**src/rtl/pcs_rx_decoder.sv**
```systemverilog
// Receive-side PCS decoder: frames PAM5 code-groups (SSD/ESD delimiters), descrambles
// data bytes with a free-running 33-bit LFSR and flags false carrier / coding errors.
module pcs_rx_decoder #(
    parameter logic [32:0] SEED = 33'h0_0000_0001
) (
    input  logic        clock,
    input  logic        reset,
    input  logic [2:0]  io_A,
    input  logic [2:0]  io_B,
    input  logic [2:0]  io_C,
    input  logic [2:0]  io_D,
    input  logic        io_mode,
    input  logic        io_loc_rcvr_status,
    output logic [11:0] io_lut_sym,
    input  logic [8:0]  io_lut_sdn,
    input  logic        io_lut_valid,
    output logic [7:0]  io_rx_data,
    output logic        io_rx_dv,
    output logic        io_rx_er,
    output logic [7:0]  io_err_count,
    output logic [2:0]  io_state
);
    typedef enum logic [2:0] {
        IDLE        = 3'd0,
        SSD2_WAIT   = 3'd1,
        DATA        = 3'd2,
        ESD2_WAIT   = 3'd3,
        CARRIER_EXT = 3'd4
    } state_t;

    localparam logic [2:0]  P2 = 3'b010;
    localparam logic [2:0]  M2 = 3'b110;
    localparam logic [11:0] CG_SSD1    = {P2, P2, P2, P2};
    localparam logic [11:0] CG_SSD2    = {P2, P2, P2, M2};
    localparam logic [11:0] CG_EXT_1   = {P2, P2, M2, P2};
    localparam logic [11:0] CG_EXT_2   = {P2, M2, P2, P2};
    localparam logic [11:0] CG_EXT_ERR = {M2, P2, P2, P2};

    state_t      state_q;
    logic [32:0] lfsr_q, lfsr_d;
    logic [7:0]  rx_data_q, err_count_q;
    logic        rx_dv_q, rx_er_q;
    logic [11:0] sym;
    logic        is_ssd1, is_ssd2, is_ext12, is_ext_err;
    logic        unused_sdn;

    assign sym        = {io_A, io_B, io_C, io_D};
    assign io_lut_sym = sym;
    assign unused_sdn = io_lut_sdn[8];

    assign is_ssd1    = (sym == CG_SSD1);
    assign is_ssd2    = (sym == CG_SSD2);
    assign is_ext12   = (sym == CG_EXT_1) || (sym == CG_EXT_2);
    assign is_ext_err = (sym == CG_EXT_ERR);

    assign lfsr_d = {lfsr_q[31:0], lfsr_q[32] ^ (io_mode ? lfsr_q[12] : lfsr_q[19])};

    function automatic logic [7:0] sat_inc(input logic [7:0] v);
        return (v == 8'hFF) ? v : v + 8'd1;
    endfunction

    always_ff @(posedge clock) begin
        if (!reset) begin
            state_q     <= IDLE;
            lfsr_q      <= SEED;
            rx_data_q   <= 8'h00;
            rx_dv_q     <= 1'b0;
            rx_er_q     <= 1'b0;
            err_count_q <= 8'h00;
        end else begin
            lfsr_q    <= lfsr_d;
            rx_data_q <= 8'h00;
            rx_dv_q   <= 1'b0;
            rx_er_q   <= 1'b0;
            // Loss of receiver lock silently drops any frame in progress.
            if (!io_loc_rcvr_status) begin
                state_q <= IDLE;
            end else begin
                case (state_q)
                    IDLE: if (is_ssd1) state_q <= SSD2_WAIT;
                    SSD2_WAIT: begin
                        if (is_ssd2) begin
                            state_q <= DATA;
                        end else begin
                            state_q     <= IDLE;
                            rx_er_q     <= 1'b1;
                            rx_data_q   <= 8'h0E;
                            err_count_q <= sat_inc(err_count_q);
                        end
                    end
                    DATA: begin
                        if (is_ssd1) begin
                            state_q <= ESD2_WAIT;
                        end else if (io_lut_valid) begin
                            rx_dv_q   <= 1'b1;
                            rx_data_q <= io_lut_sdn[7:0] ^ lfsr_q[7:0];
                        end else begin
                            rx_dv_q     <= 1'b1;
                            rx_er_q     <= 1'b1;
                            err_count_q <= sat_inc(err_count_q);
                        end
                    end
                    ESD2_WAIT: begin
                        if (is_ssd2) begin
                            state_q <= IDLE;
                        end else if (is_ext12 || is_ext_err) begin
                            state_q   <= CARRIER_EXT;
                            rx_er_q   <= 1'b1;
                            rx_data_q <= is_ext_err ? 8'h1F : 8'h0F;
                        end else begin
                            state_q     <= IDLE;
                            rx_er_q     <= 1'b1;
                            err_count_q <= sat_inc(err_count_q);
                        end
                    end
                    CARRIER_EXT: begin
                        if (is_ext12 || is_ext_err) begin
                            rx_er_q   <= 1'b1;
                            rx_data_q <= is_ext_err ? 8'h1F : 8'h0F;
                        end else begin
                            state_q <= IDLE;
                        end
                    end
                    default: state_q <= IDLE;
                endcase
            end
        end
    end

    assign io_rx_data   = rx_data_q;
    assign io_rx_dv     = rx_dv_q;
    assign io_rx_er     = rx_er_q;
    assign io_err_count = err_count_q;
    assign io_state     = state_q;
endmodule

```
**config.mk**
```make
export PLATFORM = sky130hd
export DESIGN_NAME = pcs_rx_decoder
export DESIGN_NICKNAME = d
export VERILOG_FILES = /design/src/rtl/pcs_rx_decoder.sv
export SDC_FILE = /design/constraint.sdc
export NUM_CORES = 1
export LEC_CHECK = 0
export CAP_MARGIN = 20
export CELL_PAD_IN_SITES_DETAIL_PLACEMENT = 1
export CELL_PAD_IN_SITES_GLOBAL_PLACEMENT = 1
export CORE_ASPECT_RATIO = 0.5
export CORE_UTILIZATION = 45
export CTS_CLUSTER_DIAMETER = 200
export DETAILED_ROUTE_END_ITERATION = 8
export DONT_BUFFER_PORTS = 1
export PLACE_DENSITY = 0.84
export SETUP_SLACK_MARGIN = 0.05
export SLEW_MARGIN = 10
export SYNTH_ARGS = -nofsm -noshare
export SYNTH_HDL_FRONTEND = slang
export SYNTH_SLANG_ARGS = --single-unit
export TNS_END_PERCENT = 30
```
**constraint.sdc**
```tcl
create_clock -name clock -period 1.9 [get_ports clock]
set_clock_uncertainty 0.2 [all_clocks]
set_input_delay 0.19 -clock clock [delete_from_list [all_inputs] [get_ports clock]]
set_output_delay 0.19 -clock clock [all_outputs]
set_load 0.05 [all_outputs]
```
=== Word-level counts from Yosys, hierarchy flattened ===
Index checks and enable logic that the tools add are counted.

* Register bits after elaboration: 54
* Input port bits: 26
* Output and inout port bits: 33
* Logic and storage cells: 64

* Add/sub/neg operators: 1
* Equality and inequality tests: 18
* Multiplexer cells: 28
* Bitwise gates (word level): 2
* Reductions and logical operators: 9

{| class="wikitable"
|+ Operator list
! cell !! count
|-
| 8-bit 2-to-1 mux || 8
|-
| 12-bit by 11-bit equality test with 1-bit output, second input constant || 4
|-
| 8-bit one-hot mux with 4 select lines || 1
|-
| 8-bit one-hot mux with 3 select lines || 1
|-
| 2-bit != test, second input constant || 8
|-
| 3-bit 2-to-1 mux || 5
|-
| 5-bit 2-to-1 mux || 3
|-
| 3-bit one-hot mux with 5 select lines || 1
|-
| 12-bit equality test, second input constant || 1
|-
| 8-bit by 1-bit adder with 8-bit output, second input constant || 1
|-
| 8-bit equality test, second input constant || 1
|-
| 8-bit bitwise XOR || 1
|-
| 7-bit AND reduction || 1
|-
| 3-bit by 2-bit equality test with 1-bit output, second input constant || 2
|-
| 1-bit 2-to-1 mux || 6
|-
| 3-bit AND reduction || 2
|-
| 4-bit 2-to-1 mux || 1
|-
| 3-bit by 1-bit equality test with 1-bit output, second input constant || 1
|-
| 3-bit equality test, second input constant || 1
|-
| 3-bit logical NOT || 1
|-
| 1-bit one-hot mux with 3 select lines || 1
|-
| 3-bit nonzero test || 1
|-
| 1-bit logical OR || 2
|-
| 2-bit 2-to-1 mux || 1
|-
| 3 further kinds || 3
|}

=== Depth between registers and ports, before layout ===
Gate-level depths: netlist of the first run.

* Depth after elaboration: 6
* Mapped depth: 6
* Depth with buffers taken out: 5

=== Worst setup path after synthesis of the first run ===
No wires, ideal clock.

* Path kind: reg2reg
* Start point: reg state_q[1] (netlist: io_state[1])
* End point: reg err_count_q[7] (netlist: io_err_count[7])
* Library setup time: 0.070 ns
* Arrival time: 1.839 ns
* Required time: 1.630 ns
* Path slack: -0.210 ns
* Cell stages (with the launch flop): 7
* Buffers on the path: 1
* Clock period less this slack: 2.110 ns
* Path through: dfxtp_1 -> and2b_1 -> o211a_1 -> o211ai_2 -> buf_6 -> or4_1 -> a21oi_1

* Cells in the longest elaborated chain, start to end: 3
* Elaborated cells on any way between the ends: 11
* Classes of those cells: eq/ne: 8; mux: 1; reduce/logical: 2

{| class="wikitable"
|+ Ends and longest elaborated chain
! what !! line !! text
|-
| start, declared || 39 || <nowiki>state_t state_q;</nowiki>
|-
| start signal, assigned || 64 || <nowiki>state_q <= IDLE;</nowiki>
|-
| start signal, assigned || 77 || <nowiki>state_q <= IDLE;</nowiki>
|-
| start signal, assigned || 80 || <nowiki>IDLE: if (is_ssd1) state_q <= SSD2_WAIT;</nowiki>
|-
| 3-bit by 2-bit equality test with 1-bit output or 3-bit by 1-bit equality test with 1-bit output (tied branches) || 79 || <nowiki>case (state_q)</nowiki>
|-
| 2-bit != test (no source line) or 3-bit nonzero test (tied branches) || -- ||
|-
| 7-bit AND reduction (no source line) || -- ||
|-
| end signal, assigned || 88 || <nowiki>err_count_q <= sat_inc(err_count_q);</nowiki>
|-
| end signal, assigned || 100 || <nowiki>err_count_q <= sat_inc(err_count_q);</nowiki>
|-
| end signal, assigned || 113 || <nowiki>err_count_q <= sat_inc(err_count_q);</nowiki>
|-
| end, declared || 41 || <nowiki>logic [7:0] rx_data_q, err_count_q;</nowiki>
|}

Several ways; a longest one is shown, not always the timed one.
A chain may end at the register's enable or synchronous reset.

=== Worst setup path in the final report of the first run ===
* Start point: reg state_q[1] (netlist: io_state[1])
* End point: reg rx_data_q[4] (netlist: io_rx_data[4])

* Cells in the longest elaborated chain, start to end: 2
* Elaborated cells on any way between the ends: 5
* Classes of those cells: eq/ne: 4; mux: 1

{| class="wikitable"
|+ Ends and longest elaborated chain
! what !! line !! text
|-
| 3-bit equality test (tied with other cells) || 79 ||
|-
| 8-bit one-hot mux with 4 select lines * || 79 ||
|-
| end signal, assigned || 96 || <nowiki>rx_data_q <= io_lut_sdn[7:0] ^ lfsr_q[7:0];</nowiki>
|-
| end signal, assigned || 109 || <nowiki>rx_data_q <= is_ext_err ? 8'h1F : 8'h0F;</nowiki>
|-
| end signal, assigned || 119 || <nowiki>rx_data_q <= is_ext_err ? 8'h1F : 8'h0F;</nowiki>
|-
| end, declared || 41 ||
|}

Every way passes the cells marked *; elsewhere a longest branch is shown, timed or not.

==> metrics.log, run 1 <==
[metrics] result of the run: finished, violations left
[metrics] violations in the final reports: setup timing
[metrics] pin count of the biggest net entering global routing: 32
[metrics] Leakage Power: 0.00122 uW
[metrics] post-synth top area share: 50.8%
[metrics] drt wl/cell: 24.0 um
[metrics] proportion of power drawn by the clock network: 37.3%
[metrics] worst reg2reg startpoint: io_state[1]
[metrics] floorplan die height: 50.6 um
[metrics] number of synthesized flops with an enable pin: 0
[metrics] leading post-synthesis cells by cell area: sky130_fd_sc_hd__dfxtp_1 51%, sky130_fd_sc_hd__and2_1 9.4%, sky130_fd_sc_hd__buf_4 4.2%
[metrics] reported net switching power: 479 uW
[metrics] Critical Path RT: 1.94 ns
[metrics] initial antenna violation count: 0
[metrics] capture instance of the worst register-to-register path: io_rx_data[4]
[metrics] antenna diode count: 0
[metrics] maximum clock path buffer count: 2
[metrics] final setup violation count: 1
[metrics] via count of the first global-routing pass: 1958
[metrics] CORE AREA: 4470 sq um
[metrics] number of buffers created by CTS: 5
[metrics] number of nets with antenna violations after routing: 0
[metrics] Non-Filler Instances: 322
[metrics] Synthesized Nets: 238
[metrics] post-route setup slack: -0.00544 ns
[metrics] Die Width: 99.3 um
[metrics] clk sinks: 54
[metrics] clock latency of the later-clocked register in the worst-skew pair: 0.34 ns
[metrics] arrival time of data at the critical path endpoint: 1.95 ns
[metrics] met2 wire len: 3710 um
[metrics] max-cap violations: 0
[metrics] average instance area after synthesis: 10.1 sq um
[metrics] fraction of the yosys area taken by sequential cells: 50.8%
[metrics] worst-case reg-to-reg path depth: 4
[metrics] mapped cell area: 2130 sq um
[metrics] count of vias placed by the detailed router: 1864
[metrics] switch share: 24.8%
[metrics] worst slack on hold paths: 0.0619 ns
[metrics] fraction of power consumed by combinational cells: 3.8%
[metrics] cell count after synthesis: 211
[metrics] area growth from synthesis to final layout: 33.8%
[metrics] top layer used by detailed routing: met4
[metrics] chain of cells forming the critical path: or2b_4 > nand3b_1 > or3_4 > o22ai_1
[metrics] post-synthesis adder-cell area fraction: 0.588%
[metrics] shortest clock period the worst path allows after layout: 1.91 ns
[metrics] port bufs: 0
[metrics] period utilization: 100%
[metrics] final wirelength: 7720 um
[metrics] synthesized-area fraction occupied by ao, oa, aoi and oai cells: 9.81%
[metrics] HP Start: io_A[2]
[metrics] Total Routing Usage GR: 30.7%
[metrics] number of I/O pins: 59
[metrics] Worst slew margin: 64.2%
[metrics] critical path launch point type: flop
[metrics] sequential share of power: 58.9%
[metrics] xor and xnor fraction of the mapped netlist area: 4.11%
[metrics] starting density of the core: 47.7%
[metrics] routed length on met3: 451 um
[metrics] internal cell power: 1450 uW
[metrics] Synth async-reset ratio: 0%
[metrics] number of max-slew violations in the final report: 0
[metrics] routed length on met1: 3420 um
[metrics] Cell Count Post-Placement: 268
[metrics] Placer Congestion: 0.867
[metrics] # DRC: 0
[metrics] standard-cell row count: 17
[metrics] detail-routed via count per cell: 5.79
[metrics] count of different cell masters after synthesis: 47
[metrics] residual overflow from global routing: 0
[metrics] unrepaired setup endpoints after global routing: yes
[metrics] Final Hold Viols: 0
[metrics] Post-synth top flop: sky130_fd_sc_hd__dfxtp_1
[metrics] multiplexer fraction of the synthesized cell area: 0.940%
[metrics] Worst IR Drop VDD: 0.364 mV
[metrics] cell type with the largest total area after synthesis: sky130_fd_sc_hd__dfxtp_1
[metrics] Worst Hold Depth: 3
[metrics] layout cell share with drive strength beyond 1: 20.4%
[metrics] 1st-pass router iterations: 4
[metrics] type of the worst setup path: flop to flop
[metrics] number of nets in the finished design: 291
[metrics] dominant combinational cell family by area after synthesis: simple AND/OR/NAND/NOR gates
[metrics] classification of the worst-slack hold path: input pin to flop
[metrics] Total Die Area: 5030 sq um
[metrics] CTS H-Tree Depth: 2
[metrics] slowest cell on the critical path: sky130_fd_sc_hd__or3_4
[metrics] R2R Setup Slk: -0.005 ns
[metrics] clock-pin transition on the worst setup and hold timing paths: 0.10 ns
[metrics] Worst Path Max Fanout: 9
[metrics] Highest Clock Rate: 0.525 GHz
[metrics] Post-Synth Simple-Gate Area: 27.4%
[metrics] Synth Warn #: 0
[metrics] slew at the pin with the worst max-slew slack: 0.533 ns
[metrics] HPWL after DPL: 3410 um
[metrics] peak per-stage delay on the critical path: 0.43 ns
[metrics] first-iteration detailed-routing DRC count: 128
[metrics] TritonCTS clock tree: done
[metrics] power density over the cells: 677 nW/um^2
[metrics] Min-Delay Endpoint: io_state[1]
[metrics] #FFs+latches synth: 54
[metrics] endpoint class of the critical path: flop
[metrics] global-route wire length before repair: 11200 um
[metrics] library cell used as clock root buffer: sky130_fd_sc_hd__clkbuf_8
-- critical path: cells and delay by family, from the launching register on --
family | cells | cell delay (ns)
and+or+nand+nor | 3 | 0.96
DFF | 1 | 0.42
AOI/OAI and AO/OA | 1 | 0.24
-- cell usage in the layout, fill, tap and decap left out, drive strengths merged, types with 2 or more instances in the layout --
cell          n
xor2          6
a2bb2oi       2
and2         32
nand4         3
a31oi         3
dlygate4sd3  42
inv           4
or4           4
nor4          2
nor2         10
a21oi         9
nand2        12
nand3         3
dfxtp        54
mux2i         2
clkbuf        5
nand2b        4
o21ai         6
o31ai         4
nand3b        2
xnor2         4
nor3          3
and4b         2
buf          21
or3           5
-- worst max-delay path by stage --
stage / from / slack (ns) / endpoint
global placement: io_C[0] / 0.06 / io_err_count[3]
floorplan: io_state[2] / 0.05 / io_rx_data[4]
CTS: io_state[1] / 0.05 / io_err_count[4]
finish: io_state[1] / -0.005 / io_rx_data[4]
global route: io_state[1] / -0.03 / io_rx_data[4]
detailed placement: io_C[0] / -0.002 / io_err_count[6]
-- layer usage --
layer,global-route usage [%],up-vias
met5,0,-
met4,12.3,0
met3,8.64,11
met2,51.7,82
met1,37.5,948
li1,-,823
-- stage by stage --
| step | instance area (sq um) | power, uW | util (%) | TNS [ns] | setup slack [ns] |
|---|---|---|---|---|---|
| floorplan | 2140 | 1270 | - | 0 | 0.0517 |
| global placement | 2220 | 1200 | 49.7 | 0 | 0.0603 |
| detailed placement | 2220 | 1200 | 49.7 | -0.00183 | -0.00183 |
| CTS | 2760 | 1910 | 61.8 | 0 | 0.0530 |
| global route | 2850 | 1990 | 63.8 | -0.0939 | -0.0292 |
| finish | 2850 | 1930 | 63.8 | -0.00544 | -0.00544 |
-- cell families (layout without fill, tap and decap cells) --
logic type / count (synthesis) / in the layout
flops: 54 / 54
xor+xnor: 10 / 10
buf+inv: 20 / 74
fa+ha+maj: 1 / 1
simple gates: 93 / 93
compound gates: 31 / 31
mux: 2 / 2
-- registers in the layout, summed over array words and instances, names as in the netlist --
register and cells:
lfsr_q 33, io_rx_dv 1, io_rx_data 8, io_err_count 8
io_state 3, io_rx_er 1
-- synth_stat cells (all sizes together) (3+ instances only) --
library cell / count
xnor2: 4
and2: 32
dfxtp: 54
nand3: 3
nand2b: 4
o21ai: 6
buf: 14
o31ai: 4
xor2: 6
nand2: 12
or4: 4
a31oi: 3
nor2: 10
clkbuf: 4
a21oi: 9
or3: 5
nor3: 3
nand4: 3
-- layout make-up --
type	count	area [sq um]
Clock buffer	5	68.8
Fill cell	470	1620
Timing Repair Buffer	64	598
Multi-Input combinational cell	137	976
Inverter	2	7.51
Clock inverter	3	28.8
Sequential cell	54	1100
Tap cell	57	71.3
-- repair_timing --
action | CTS | global route
cloned | 0 | 1
pin swaps | 0 | 7
endpoints found under the hold margin | 54 | 0
buffers inserted | 0 | 2
hold buffers | 43 | 0
setup endpoints to repair | 5 | 12
gates resized for setup | 1 | 18
-- power groups by stage --
stage,sequential [uW],clock (uW),combinational [uW]
2_1_floorplan,1160,0,104
3_3_place_gp,1160,0,34.2
3_5_place_dp,1160,0,36.0
4_1_cts,1140,709,66.1
5_1_grt,1140,773,77.4
6_report,1140,720,73.3
(Power assumes the default switching activity.)
==> inputs of run 2 (changes only) <==
--- a/config.mk
+++ b/config.mk
@@ -8,7 +8,6 @@
 export CAP_MARGIN = 20
 export CELL_PAD_IN_SITES_DETAIL_PLACEMENT = 1
 export CELL_PAD_IN_SITES_GLOBAL_PLACEMENT = 1
-export CORE_ASPECT_RATIO = 0.5
 export CORE_UTILIZATION = 45
 export CTS_CLUSTER_DIAMETER = 200
 export DETAILED_ROUTE_END_ITERATION = 8
==> constraint.sdc (replaced) <==
create_clock -name clock -period 1.8 [get_ports clock]
set_clock_uncertainty 0.2 [all_clocks]
set_input_delay 0.18 -clock clock [delete_from_list [all_inputs] [get_ports clock]]
set_output_delay 0.18 -clock clock [all_outputs]
set_load 0.05 [all_outputs]
==> metrics.log, run 2 (same netlist as run 1, synthesis figures left out) <==
[metrics] number of buffers created by CTS: 5
[metrics] shortest clock period the worst path allows after layout: 2.03 ns
[metrics] max-cap violations: 0
[metrics] layout cell share with drive strength beyond 1: 27.7%
[metrics] critical path launch point type: flop
[metrics] fraction of power consumed by combinational cells: 4.2%
[metrics] power density over the cells: 716 nW/um^2
[metrics] switch share: 23.7%
[metrics] final core occ: 68.8%
[metrics] final wirelength: 9220 um
[metrics] TritonCTS clock tree: done
[metrics] global-route wire length before repair: 11300 um
[metrics] period utilization: 113%
[metrics] library cell used as clock root buffer: sky130_fd_sc_hd__clkbuf_8
[metrics] Worst slew margin: 49.4%
[metrics] proportion of power drawn by the clock network: 41.1%
[metrics] classification of the worst-slack hold path: input pin to flop
[metrics] Worst Path Max Fanout: 5
[metrics] reported net switching power: 519 uW
[metrics] Leakage Power: 0.00130 uW
[metrics] Total Die Area: 5010 sq um
[metrics] Post-Route Setup TNS: -0.894 ns
[metrics] number of nets with antenna violations after routing: 0
[metrics] sequential share of power: 54.7%
[metrics] unrepaired setup endpoints after global routing: yes
[metrics] first-iteration detailed-routing DRC count: 224
[metrics] violations in the final reports: DRC, setup timing
[metrics] port bufs: 0
[metrics] via count of the first global-routing pass: 2072
[metrics] pin count of the biggest net entering global routing: 38
[metrics] number of I/O pins: 59
[metrics] result of the run: finished, violations left
[metrics] register bank with the most flops: lfsr_q
[metrics] CTS H-Tree Depth: 2
[metrics] maximum clock path buffer count: 2
[metrics] most common library cell in the layout ignoring fill and taps: sky130_fd_sc_hd__dlygate4sd3_1
[metrics] # DRC: 2
[metrics] clock latency of the later-clocked register in the worst-skew pair: 0.33 ns
[metrics] internal cell power: 1670 uW
[metrics] Largest register FFs: 33
[metrics] residual overflow from global routing: 0
[metrics] Total Routing Usage GR: 30.5%
[metrics] type of the worst setup path: flop to flop
[metrics] final setup violation count: 15
[metrics] number of nets in the finished design: 308
[metrics] post-route setup slack: -0.226 ns
[metrics] HPWL after DPL: 3310 um
[metrics] floorplan die height: 70.8 um
[metrics] Highest Clock Rate: 0.494 GHz
[metrics] drt wl/cell: 27.6 um
[metrics] commonest non-fill, non-tap cells in the layout: 48 x sky130_fd_sc_hd__dlygate4sd3_1, 45 x sky130_fd_sc_hd__dfxtp_1, 32 x sky130_fd_sc_hd__and2_1
[metrics] clock-pin transition on the worst setup and hold timing paths: 0.12 ns
[metrics] initial antenna violation count: 0
[metrics] count of vias placed by the detailed router: 2019
[metrics] clk sinks: 54
[metrics] detail-routed via count per cell: 6.04
[metrics] Worst IR Drop VDD: 0.546 mV
[metrics] Die Width: 70.8 um
[metrics] standard-cell row count: 24
[metrics] Placer Congestion: 0.797
[metrics] number of max-slew violations in the final report: 0
[metrics] endpoint class of the critical path: flop
[metrics] arrival time of data at the critical path endpoint: 2.00 ns
[metrics] starting density of the core: 47.9%
[metrics] slew at the pin with the worst max-slew slack: 0.751 ns
[metrics] Final Hold Viols: 0
[metrics] antenna diode count: 0
[metrics] Critical Path RT: 1.77 ns
[metrics] area growth from synthesis to final layout: 43.5%
[metrics] 1st-pass router iterations: 8
[metrics] CORE AREA: 4440 sq um
## run 2: cell types whose count changed in the layout (fill, tap and decap cells not counted), moves of 2 or more
| cell | before | now |
|---|---|---|
| sky130_fd_sc_hd__nor2_2 | 0 | 3 |
| sky130_fd_sc_hd__buf_4 | 19 | 30 |
| sky130_fd_sc_hd__dfxtp_2 | 6 | 4 |
| sky130_fd_sc_hd__o21ai_2 | 0 | 2 |
| sky130_fd_sc_hd__o21ai_0 | 5 | 2 |
| sky130_fd_sc_hd__nor2_1 | 10 | 7 |
| sky130_fd_sc_hd__dfxtp_4 | 3 | 5 |
| sky130_fd_sc_hd__dlygate4sd3_1 | 42 | 48 |
## run 2: metal layers
metal / up-vias / GRT usage (%) / part of all wire, %
met5: - / 0 / 0
met4: 0 / 14.7 / 6.1
met3: 51 / 5.41 / 7.0
met2: 144 / 56.0 / 50
met1: 970 / 34.1 / 37
li1: 854 / - / -
## run 2: final cells by class
cell class | count | area (sq um)
Tap cell | 52 | 65.1
Clock buffer | 5 | 68.8
Fill cell | 446 | 1390
Sequential cell | 54 | 1100
Multi-Input combinational cell | 137 | 1020
Inverter | 2 | 7.51
Clock inverter | 3 | 47.5
Timing Repair Buffer | 81 | 739
## run 2: repair_timing
item,CTS,global route
buffers inserted,3,3
cloned,1,0
resized for setup,5,27
hold buffers,47,1
pin swaps,6,13
endpoints found under the setup margin,7,16
hold endpoints to repair,54,1
## run 2: worst max-delay path, stage by stage, from the launching register on
cell and delay, ns:
sky130_fd_sc_hd__dfxtp_4 0.40, sky130_fd_sc_hd__inv_1 0.10, sky130_fd_sc_hd__buf_4 0.14, sky130_fd_sc_hd__nor3_4 0.04
sky130_fd_sc_hd__buf_4 0.15, sky130_fd_sc_hd__o21ai_0 0.61, sky130_fd_sc_hd__nor2_1 0.22
## run 2: path summary, 6_finish.rpt
check                   start       endpoint  slack [ns]  cells after the start
hold / removal          reset       io_rx_er        0.03                      3
setup / recovery  io_state[2]    io_state[2]       -0.23                      6
setup reg to reg  io_state[2]    io_state[2]       -0.23                      6
hold reg to reg     lfsr_q[5]  io_rx_data[5]        0.35                      2
## run 2: stage by stage
step / hold slack [ns] / power [uW] / setup slack, ns / cells / area (sq um)
6_report: 0.0255 / 2190 / -0.226 / 334 / 3060
5_1_grt: 0.0329 / 2240 / -0.307 / 334 / 3060
4_1_cts: -0.0643 / 2120 / 0.00524 / 330 / 2920
3_5_place_dp: 0.0589 / 1260 / -0.0576 / 271 / 2290
3_3_place_gp: 0.0483 / 1260 / -0.0288 / 271 / 2290
2_1_floorplan: 0.117 / 1330 / 0.000529 / 211 / 2150
## run 2: power groups by stage
| stage | Clock [uW] | Sequential (uW) | Combinational [uW] |
|---|---|---|---|
| finish | 899 | 1200 | 92.5 |
| global route | 954 | 1200 | 94.1 |
| CTS | 853 | 1190 | 74.5 |
| detailed placement | 0 | 1220 | 41.5 |
| global placement | 0 | 1220 | 40.5 |
| floorplan | 0 | 1220 | 110 |
